==> config.mk <==
export PLATFORM = sky130hd
export DESIGN_NAME = mem_wb_stage
export DESIGN_NICKNAME = d
export VERILOG_FILES = /design/src/rtl/mem_wb_stage_pkg.sv /design/src/rtl/mem_wb_stage_data_memory.sv /design/src/rtl/mem_wb_stage.sv
export SDC_FILE = /design/constraint.sdc
export NUM_CORES = 1
export LEC_CHECK = 0
export CAP_MARGIN = 20
export CORE_AREA = 2 2 383 233
export CTS_BUF_LIST = sky130_fd_sc_hd__clkbuf_16
export DETAILED_ROUTE_END_ITERATION = 8
export DIE_AREA = 0 0 385 235
export GPL_TIMING_DRIVEN = 0
export PLACE_DENSITY_LB_ADDON = 0.3
export SYNTH_ARGS = -nofsm -noshare
export SYNTH_HDL_FRONTEND = slang
export SYNTH_SLANG_ARGS = --single-unit
==> constraint.sdc <==
create_clock -name clk -period 9.1 [get_ports clk]
set_input_delay 0.91 -clock clk [delete_from_list [all_inputs] [get_ports clk]]
set_output_delay 0.91 -clock clk [all_outputs]
set_load 0.02 [all_outputs]
==> src/rtl/mem_wb_stage_pkg.sv <==
// rtl/mem_wb_stage_pkg.sv - shared FSM encoding and default sizing for the MEM/WB stage
package mem_wb_stage_pkg;

    localparam int DEFAULT_MEM_DEPTH   = 32;
    localparam int DEFAULT_MEM_LATENCY = 3;

    typedef enum logic {
        IDLE = 1'b0,
        WAIT = 1'b1
    } state_t;

endpackage

==> src/rtl/mem_wb_stage_data_memory.sv <==
// rtl/mem_wb_stage_data_memory.sv - word-addressed data memory, sync write / async read
//
// Ports:
//   clk    - write clock
//   we     - write enable, sampled on rising clk
//   addr   - word address
//   wdata  - store data
//   rdata  - combinational read of memory[addr]
//
// Contents are deliberately not reset.
module data_memory #(
    parameter int DEPTH  = 32,
    parameter int ADDR_W = 5
) (
    input  logic              clk,
    input  logic              we,
    input  logic [ADDR_W-1:0] addr,
    input  logic [31:0]       wdata,
    output logic [31:0]       rdata
);

    logic [31:0] mem [DEPTH];

    always_ff @(posedge clk) begin
        if (we) begin
            mem[addr] <= wdata;
        end
    end

    assign rdata = mem[addr];

endmodule

==> src/rtl/mem_wb_stage.sv <==
// rtl/mem_wb_stage.sv - MEM stage with multi-cycle data memory access and MEM/WB pipeline register
//
// Ports:
//   clk, reset              - clock, asynchronous active-low reset
//   MEM_Flush               - kill the operation currently in the stage
//   RegWrite_in/MemtoReg_in - WB controls from EX/MEM
//   MemRead_in/MemWrite_in  - MEM controls from EX/MEM
//   ALU_result_in           - ALU value / byte address
//   reg_read_data_2_in      - store data
//   EX_MEM_RegisterRd_in    - destination register
//   RegWrite_out..MEM_WB_RegisterRd_out - registered MEM/WB outputs
//   Mem_Stall               - combinational hold request to upstream stages
module mem_wb_stage
    import mem_wb_stage_pkg::*;
#(
    parameter int MEM_DEPTH   = DEFAULT_MEM_DEPTH,
    parameter int MEM_LATENCY = DEFAULT_MEM_LATENCY
) (
    input  logic        clk,
    input  logic        reset,
    input  logic        MEM_Flush,
    input  logic        RegWrite_in,
    input  logic        MemtoReg_in,
    input  logic        MemRead_in,
    input  logic        MemWrite_in,
    input  logic [31:0] ALU_result_in,
    input  logic [31:0] reg_read_data_2_in,
    input  logic [4:0]  EX_MEM_RegisterRd_in,
    output logic        RegWrite_out,
    output logic        MemtoReg_out,
    output logic [31:0] mem_read_data_out,
    output logic [31:0] ALU_result_out,
    output logic [4:0]  MEM_WB_RegisterRd_out,
    output logic        Mem_Stall
);

    localparam int ADDR_W = $clog2(MEM_DEPTH);
    // Counter only has to hold MEM_LATENCY-2.
    localparam int CNT_W  = (MEM_LATENCY > 2) ? $clog2(MEM_LATENCY) : 1;

    state_t             state, stateNext;
    logic [CNT_W-1:0]   cnt, cntNext;
    logic               memOp;
    logic               capture;
    logic               memWe;
    logic               isLoad;
    logic [ADDR_W-1:0]  wordAddr;
    logic [31:0]        memRdata;

    assign memOp    = (MemRead_in | MemWrite_in) & ~MEM_Flush;
    // Write wins when both controls are set, so only a pure read returns data.
    assign isLoad   = MemRead_in & ~MemWrite_in;
    assign wordAddr = ALU_result_in[ADDR_W+1:2];
    // capture already excludes flush; gating with reset keeps an aborted store out of memory.
    assign memWe    = capture & MemWrite_in & reset;

    data_memory #(
        .DEPTH  (MEM_DEPTH),
        .ADDR_W (ADDR_W)
    ) u_data_memory (
        .clk   (clk),
        .we    (memWe),
        .addr  (wordAddr),
        .wdata (reg_read_data_2_in),
        .rdata (memRdata)
    );

    always_comb begin
        stateNext = state;
        cntNext   = cnt;
        capture   = 1'b0;
        Mem_Stall = 1'b0;
        if (MEM_Flush) begin
            stateNext = IDLE;
            cntNext   = '0;
        end else begin
            case (state)
                IDLE: begin
                    if (memOp && (MEM_LATENCY > 1)) begin
                        Mem_Stall = 1'b1;
                        stateNext = WAIT;
                        cntNext   = CNT_W'(MEM_LATENCY - 2);
                    end else begin
                        capture = 1'b1;
                    end
                end
                WAIT: begin
                    if (cnt != '0) begin
                        Mem_Stall = 1'b1;
                        cntNext   = cnt - CNT_W'(1);
                    end else begin
                        capture   = 1'b1;
                        stateNext = IDLE;
                    end
                end
                default: stateNext = IDLE;
            endcase
        end
        // Upstream must never be held while the stage itself is in reset.
        if (!reset) begin
            Mem_Stall = 1'b0;
        end
    end

    always_ff @(posedge clk or negedge reset) begin
        if (!reset) begin
            state <= IDLE;
            cnt   <= '0;
        end else begin
            state <= stateNext;
            cnt   <= cntNext;
        end
    end

    // Anything that is not a completing operation leaves a bubble in MEM/WB.
    always_ff @(posedge clk or negedge reset) begin
        if (!reset) begin
            RegWrite_out          <= 1'b0;
            MemtoReg_out          <= 1'b0;
            mem_read_data_out     <= '0;
            ALU_result_out        <= '0;
            MEM_WB_RegisterRd_out <= '0;
        end else if (capture) begin
            RegWrite_out          <= RegWrite_in;
            MemtoReg_out          <= MemtoReg_in;
            mem_read_data_out     <= isLoad ? memRdata : 32'h0;
            ALU_result_out        <= ALU_result_in;
            MEM_WB_RegisterRd_out <= EX_MEM_RegisterRd_in;
        end else begin
            RegWrite_out          <= 1'b0;
            MemtoReg_out          <= 1'b0;
            mem_read_data_out     <= '0;
            ALU_result_out        <= '0;
            MEM_WB_RegisterRd_out <= '0;
        end
    end

endmodule
==> run_results.csv <==
group,metric,value,unit
power_and_ir_drop,power_density,207,nW/um2
floorplanning,die_height,235,um
global_route,track_usage,24.8,%
synth,syn-mean-instance-area,18.4,um2
global_route,grt_overflow,0,
timing,fin_tns_setup,0,ps
synth,synth_fa_ha_area_share,0.0302,%
power_and_ir_drop,p_total,0.0102,W
clock_network,cts_max_level,3,
routing,first_pass_iters,6,
place,numPortBuffers,145,
floorplanning,core_area,86900,um2
layout,final_cell_mix,"edfxtp_1 (1,024), mux2i_1 (512), o22ai_1 (256)",
routing,drc_errors,0,
layout,fill_cells,6400,
place,placed_cell_area,45400,um2
routing,wl_met1,48500,um
synth,synth_top_family_by_area,"multiplexers",
clock_network,numCtsBuffers,98,
power_and_ir_drop,p_leak,17.2,nW
setup_path,cp_slowest_stage_delay,1100,ps
timing,fmax,239,MHz
global_route,antenna_found_initial,4,
routing,routedWlPerCell,29.9,um
clock_network,worstSkewPairLatency,690,ps
layout,area_growth,18.8,%
synth,synth.distinct_cells,30,
layout,multiInputGateArea,8300,um2
routing,drtAntennaViolNets,0,
setup_path,critPathMaxFanout,10,
clock_network,clockBufferDepth,3,
timing,hold_violations,0,
synth,yosysSeqAreaShare,78.8,%
layout,layout_commonest_cell,"edfxtp_1",
synth,synthesis.nets,2323,
timing,fin_crit,4180,ps
setup_path,critPathTopFamily,"simple AND/OR/NAND/NOR gates",
clock_network,cts_root_buf,"clkbuf_16",
hold_path,worstHoldPathType,"primary input to async pin",
routing,via_per_inst,6.05,
floorplanning,row_count,84,
timing,slew_headroom,18.1,%
synth,netlist_instances,2246,
floorplanning,start_util,47.6,%
global_route,grt_max_degree,48,
synth,synth_xor_area_share,0,%
routing,dr_total_vias,23000,
routing,met3_length,12900,um
synth,synth.top_cell.area_share,74.3,%
synth,synth_top_cell_by_area,"edfxtp_1",
layout,nets,2643,
setup_path,cp-end-kind,"flop",
routing,top_layer_used,"met5",
place,dp_hpwl,74600,um
status,outcome,"finished, final reports clean",
timing,maxSlewViolCount,0,
timing,timing.final.crit_share,45.9,%
synth,synth_compound_area_share,4.41,%
routing,wirelength,114000,um
setup_path,path_cells,"buf_2 -> buf_2 -> buf_4 -> buf_2 -> nand4b_1 -> nor3_2 -> buf_6 -> buf_6",
synth,ys_seq_elements,1098,
global_route,grt_pass1_vias,22300,
synth,syn_area,41400,um2
layout,post-route-cell-area,49200,um2
power_and_ir_drop,worst_ir_drop_vdd,135,uV
synth,synthSimpleGateAreaFrac,2.68,%
floorplanning,ioPinCount,148,
synth,ys_warn_count,0,
synth,synth_area_leaders,"edfxtp_1 (74%), mux2i_1 (12%), dfrtp_1 (4.5%)",
routing,routed-wl-met2,49500,um
timing,worst_pin_slew,1230,ps
setup_path,crit_type,"primary input to flop",
layout,seq_area,32600,um2
clock_network,cts_sinks,1098,
layout,drive_above_1_share,12.7,%
timing,fin_skew,29.5,ps
clock_network,cts_tree,"yes",
routing,first_iter_violations,3152,
global_route,grt_pass1_wl,159000,um
setup_path,cpMostUsedCell,"buf_2",
setup_path,start_kind,"primary input",
floorplanning,dieWidth,385,um
place,place_congestion,0.855,
synth,yosys-mux-area-fraction,12.4,%
setup_path,crit_arrival,4560,ps
clock_network,post_cts_resized,0,
timing,setup_viol,0,
clock_network,worst_setup_hold_path_clk_slew,60,ps
setup_path,crit_buf_inv,6,
setup_path,cp_slowest_cell,"nor3_2",
clock_network,postCtsSetupBuffers,0,
setup_path,crit_required,9490,ps
run,drv.max_cap_violation_count,0,
clock_network,hold_buffers,0,
floorplanning,dieArea,90500,um2
timing,rsz0062_at_grt,"false",
[cells by family after synthesis]
group | after synthesis
multiplexers | 512
flip-flops | 1098
AND/OR/NAND/NOR | 206
adder cells (fa/ha/maj) | 1
AO/OA/AOI/OAI | 292
buffers and inverters | 137
[synthesized netlist by cell type, drive strengths merged]
library cell  number
nand2              5
or3b               2
o22ai            256
or3                3
or4                1
nand4              2
nor4              32
inv                2
and2              40
nand4b             6
dfrtp             74
clkbuf            51
a31oi             32
a21oi              3
nor3b              1
nor3               4
buf               84
ha                 1
or4b               4
edfxtp          1024
nand3              1
nor2              95
nand4bb            6
nand3b             3
and4b              1
a311oi             1
mux2i            512
[sequential cells by signal, summed over array words and instances, names as in the netlist]
signal and flops:
u_data_memory.mem 1024, ALU_result_out 32, mem_read_data_out 32, MEM_WB_RegisterRd_out 5, cnt 2, MemtoReg_out 1
RegWrite_out 1, state 1
[final timing paths]
check                                         from                                  end  slack, ps  depth (start not counted)
worst min-delay path                         reset       mem_read_data_out[2]$_DFF_PN0_        210                          1
min in group clk                cnt[0]$_DFFE_PN0P_                   cnt[0]$_DFFE_PN0P_        490                          1
worst max-delay path              ALU_result_in[2]  u_data_memory.mem[25][15]$_DFFE_PP_       4920                          8
worst max register to register  cnt[0]$_DFFE_PN0P_  u_data_memory.mem[25][15]$_DFFE_PP_       5330                          8
max in group asynchronous                    reset      mem_read_data_out[25]$_DFF_PN0_       8250                          2
worst min register to register  cnt[0]$_DFFE_PN0P_                   cnt[0]$_DFFE_PN0P_        490                          1
[power breakdown]
part,internal (W),switching [W]
logic,0.000192,0.000329
clock network,0.00230,0.00181
registers,0.00553,0.00000551
total,0.00802,0.00215
[through the flow]
stage               cells  utilization [%]  hold WS (ps)  worst slack (ps)
floorplan            2246                -           460              4500
global placement     3552             51.0           486             -1570
detailed placement   3600             52.2           486              4350
CTS                  3778             55.8           189              5060
global route         3806             56.6           228              4880
finish               3806             56.6           206              4920
[per-layer routing]
layer / up-vias / GRT usage [%]
met3: 206 / 6.85
met2: 1335 / 36.0
met4: 2 / 6.94
met1: 11800 / 36.7
met5: - / 0
li1: 9649 / -
[layout make-up]
| type | instances | area share (%) |
|---|---|---|
| flip-flops and latches | 1098 | 66.3 |
| well taps | 1161 | 2.95 |
| clock buffers | 100 | 5.09 |
| inverters | 2 | 0.0153 |
| plain buffers | 135 | 1.44 |
| clock inverters | 78 | 1.32 |
| multi-input cells | 1011 | 16.9 |
| repair buffers | 220 | 6.01 |
| diodes | 1 | 0.00509 |
Power figures use the tool's default switching activity.
==> RTL change 1: new RTL, same flow settings <==
Put one more register stage on the output `MEM_WB_RegisterRd_out`. The value now appears one clock later. The other outputs are not delayed to match. Comments in the files are not updated.
--- a/src/rtl/mem_wb_stage.sv
+++ b/src/rtl/mem_wb_stage.sv
@@ -37,6 +37,8 @@
     localparam int ADDR_W = $clog2(MEM_DEPTH);
     // Counter only has to hold MEM_LATENCY-2.
     localparam int CNT_W  = (MEM_LATENCY > 2) ? $clog2(MEM_LATENCY) : 1;
+
+    logic [4:0] MEM_WB_RegisterRd_s0;
 
     state_t             state, stateNext;
     logic [CNT_W-1:0]   cnt, cntNext;
@@ -119,20 +121,24 @@
             MemtoReg_out          <= 1'b0;
             mem_read_data_out     <= '0;
             ALU_result_out        <= '0;
-            MEM_WB_RegisterRd_out <= '0;
+            MEM_WB_RegisterRd_s0 <= '0;
         end else if (capture) begin
             RegWrite_out          <= RegWrite_in;
             MemtoReg_out          <= MemtoReg_in;
             mem_read_data_out     <= isLoad ? memRdata : 32'h0;
             ALU_result_out        <= ALU_result_in;
-            MEM_WB_RegisterRd_out <= EX_MEM_RegisterRd_in;
+            MEM_WB_RegisterRd_s0 <= EX_MEM_RegisterRd_in;
         end else begin
             RegWrite_out          <= 1'b0;
             MemtoReg_out          <= 1'b0;
             mem_read_data_out     <= '0;
             ALU_result_out        <= '0;
-            MEM_WB_RegisterRd_out <= '0;
+            MEM_WB_RegisterRd_s0 <= '0;
         end
     end
 
+    always_ff @(posedge clk) begin
+        MEM_WB_RegisterRd_out <= MEM_WB_RegisterRd_s0;
+    end
+
 endmodule
Check against the original RTL: not equivalent (a bounded check fails within 4 cycles, from zero or initial values and one cycle with reset low).
==> RTL change 1 against the unedited design <==
  * Clock skew decreased by 0.012 ns
  * Area after synthesis grew 0.24%
  * Setup slack better by 0.025 ns
  * Sequential power hardly changed
  * Critical endpoint is now u_data_memory.mem[27][7]$_DFFE_PP_
  * Total power shrank 1.4%
  * Non-clock buffer count rose by 2
  * Sequential cell count grew 5
  * Routed wire length increased by 0.16%
  * Cell area about the same
==> RTL change 1: results (changes against the unedited design) <==
[outcome]
status = complete, no violations

[yosys]
synth_cell_types = 31  ; +3.3%
synth_cells = 2251  ; +0.22%
synth_area_leaders = edfxtp_1 74%, mux2i_1 12%, dfrtp_1 4.5%
yosysSeqAreaShare = 0.7881  ; about the same
synthAdderAreaFrac = 0.0003015  ; -0.0000007292
synthArstFlopShare = 0.06709  ; -0.0003055

[drt]
drtPass1Iterations = 8  ; +2
wl_met1_um = 47060  ; -3.0%
avgViaCountPerCell = 6.002  ; -0.75%
drt_iter0_markers = 2934  ; -6.9%
met2_length_um = 49880  ; +0.85%
wl_per_cell_um = 29.85  ; -0.13%

[global_route]
use_met2 = 0.3625  ; +0.003047
use_met3 = 0.07206  ; +0.003524
grt_pass1_vias = 22520  ; +0.94%
use_met1 = 0.3677  ; +0.0005282

[sta]
fin_worst_hold_slack_ns = 0.1141  ; -0.09187 ns
worstMarginPinSlew_ns = 1.140  ; -0.08868 ns
post-route-period-util = 0.4562  ; -0.002705

[placement]
gp_congestion = 0.8615  ; +0.72%
dp_cells = 3604  ; +0.11%
pre_cts_ws_ns = 4.417  ; +0.06553 ns

[critical_path]
arrival_ns = 4.54  ; -0.02 ns

[power_and_ir_drop]
p_leak_nw = 17.21  ; about the same
vdd_drop_max_mv = 0.1731  ; +28%
switching_share = 0.2153  ; +0.004359

[finish]
nNetsFinal = 2649  ; +0.23%
post_layout_nonfiller_instances = 3817  ; +0.29%

==> RTL change 1: changes by cell type in the layout (fill, tap and decap cells not counted), moves of 2 or more <==
cell       unedited run  this run
buf_12               18        21
buf_16               27        21
buf_6                31        28
buf_8                 3         9
bufinv_16            11         5
clkinv_1             18        21
clkinv_2             23        21
dfxtp_1               0         5
inv_1                22        26
inv_16                0         2
inv_6                 1         3
==> RTL change 1: final cells by class <==
cell class              instances  area [um^2]
plain buffers                 135        709.4
flip-flops and latches       1103        32700
clock buffers                  99         2477
inverters                       2        7.507
repair buffers                222         2939
fillers                      6389        37770
clock inverters                83        550.5
diodes                          1        2.502
well taps                    1161         1453
multi-input cells            1011         8310
==> RTL change 1: power by group through the flow <==
stage	Sequential (mW)	Combinational [mW]	Clock [mW]
after CTS	5.56	0.477	3.99
after global placement	5.67	0.452	0
after global routing	5.56	0.542	4.21
after floorplan	5.68	0.209	0
final	5.56	0.518	3.95
after detailed placement	5.67	0.475	0
==> RTL change 2: new RTL, same settings <==
Made on the original files. Set the package constant `DEFAULT_MEM_LATENCY` to 6 (it was 3).
--- a/src/rtl/mem_wb_stage_pkg.sv
+++ b/src/rtl/mem_wb_stage_pkg.sv
@@ -2,7 +2,7 @@
 package mem_wb_stage_pkg;
 
     localparam int DEFAULT_MEM_DEPTH   = 32;
-    localparam int DEFAULT_MEM_LATENCY = 3;
+    localparam int DEFAULT_MEM_LATENCY = 6;
 
     typedef enum logic {
         IDLE = 1'b0,
Formal check against the unedited RTL: not equivalent (a bounded check fails within 4 cycles, from zero or initial values and one cycle with reset low).
==> RTL change 2 against the unedited design <==
  * Utilization is 0.38 points lower
  * Area after synthesis is 0.24% higher
  * Critical endpoint is now u_data_memory.mem[1][15]$_DFFE_PP_
  * Total power is 1.1% lower
  * Setup slack worse by 0.25 ns
  * Cell area is 0.67% lower
  * Routed wire length is 1.2% lower
  * Sequential cell count is 1 higher
  * Clock power is 3% lower
==> RTL change 2: results (changes against the unedited design) <==
[cts]
clk_path_buf_depth = 3  ; unchanged
post_cts_buffers = 0  ; unchanged
clk_latency_ns = 0.69  ; about the same
cts_buffers = 97  ; -1.0%

[yosys]
synth_common_cells = 1,024 x edfxtp_1, 512 x mux2i_1, 256 x o22ai_1
synth-edff-count = 1024  ; unchanged
synthArstFlopShare = 0.06824  ; +0.0008486
mappedNetlistNets = 2329  ; +0.26%
yosysWarnings = 0  ; unchanged
synth_cell_types = 36  ; +20%
syn_avg_cell_area_um2 = 18.43  ; about the same
yosysSeqAreaShare = 0.7863  ; -0.001297
synth_area_leaders = edfxtp_1 74%, mux2i_1 12%, dfrtp_1 4.5%

[global_route]
antenna_found_initial = 2  ; -2
grt_pass1_vias = 22400  ; +0.40%
use_met1 = 0.3704  ; +0.003274
grt_pass1_wl_um = 158100  ; -0.58%
use_met2 = 0.3540  ; -0.005549
globalRouteTotalUtil = 0.2460  ; -0.001786
use_met3 = 0.06580  ; -0.002733
grt_max_degree = 51  ; +6.3%

[drt]
vias = 22990  ; -0.13%
wl_per_cell_um = 29.59  ; -1.0%
avgViaCountPerCell = 6.053  ; +0.10%
drt_iter0_markers = 3218  ; +2.1%
drtPass1Iterations = 5  ; -1

[power_and_ir_drop]
p_switching_mw = 2.153  ; +0.36%
pg_seq_mw = 5.55  ; about the same
p_leak_nw = 17.06  ; -0.99%
combPwrFrac = 0.051  ; about the same
switching_share = 0.2140  ; +0.003068
vdd_drop_max_mv = 0.1452  ; +7.1%

[outcome]
status = complete, no violations

[critical_path]
rr_endpoint = u_data_memory.mem[26][17]$_DFFE_PP_
r2r_slack_ns = 5.36  ; +0.03 ns
arrival_ns = 4.79  ; +0.23 ns
path_max_fanout = 18  ; +8
rr_worst_depth = 9  ; +1
endpoint = u_data_memory.mem[1][15]$_DFFE_PP_

[sta]
slew_headroom = 0.2578  ; +0.07699
skew_ns = 0.03271  ; +0.003241 ns

[finish]
nNetsFinal = 2634  ; -0.34%
post_route_cells_drive_above_1_share = 0.1203  ; -0.006731
largestRegisters = u_data_memory.mem (1024), ALU_result_out (32), mem_read_data_out (32)
n_fill_cell = 6408  ; +0.13%

[placement]
port-buffer-count = 145  ; unchanged
gp_congestion = 0.8396  ; -1.8%
place_hpwl_um = 74070  ; -0.74%
dp_cells = 3602  ; +0.056%
placed_area_um2 = 45430  ; +0.11%

[RTL change 2: metal layers]
layer / vias up / part of all wire
li1: 9636 / -
met1: 11780 / 0.43
met2: 1367 / 0.43
met3: 207 / 0.11
met4: 0 / 0.025
met5: - / 0
[RTL change 2: final cells by class]
class	count	share of cell area
tap	1161	0.02974
timing repair buffer	206	0.05338
multi-input combinational	1015	0.1712
clock buffer	99	0.05071
sequential	1099	0.6679
inverter	3	0.0002305
antenna	2	0.0001024
buffer	134	0.01475
clock inverter	78	0.01201
[RTL change 2: cell families after synthesis]
| group | share of synthesized area |
|---|---|
| compound gates | 0.04454 |
| buf+inv | 0.01764 |
| flops | 0.7863 |
| simple gates | 0.02717 |
| xor+xnor | 0.0002111 |
| mux | 0.1235 |
| fa+ha+maj | 0.0006030 |
[RTL change 2: worst max-delay path, cell delays in order]
cell and delay [ns]:
buf_2 0.20, buf_2 0.36, buf_2 0.60, buf_2 0.52
nand4b_1 0.82, nor2_4 1.08, buf_16 0.25
[RTL change 2: worst min path at each step]
stage / start / end / slack, ns / cells past startpoint
finish: reset / ALU_result_out[16]$_DFF_PN0_ / 0.19 / 1
global route: reset / ALU_result_out[16]$_DFF_PN0_ / 0.22 / 1
CTS: reset / ALU_result_out[16]$_DFF_PN0_ / 0.19 / 1
detailed placement: state$_DFF_PN0_ / cnt[2]$_DFFE_PN0P_ / 0.56 / 1
global placement: state$_DFF_PN0_ / cnt[2]$_DFFE_PN0P_ / 0.51 / 1
floorplan: state$_DFF_PN0_ / cnt[2]$_DFFE_PN0P_ / 0.48 / 1
[RTL change 2: metrics by stage]
step	setup slack, ns	utilization	setup TNS, ns
finish	4.677	0.5620	0
detailed placement	3.962	0.5227	0
global route	4.661	0.5620	0
global placement	-2.192	0.5108	-224.15
CTS	4.676	0.5579	0
floorplan	4.423	-	0
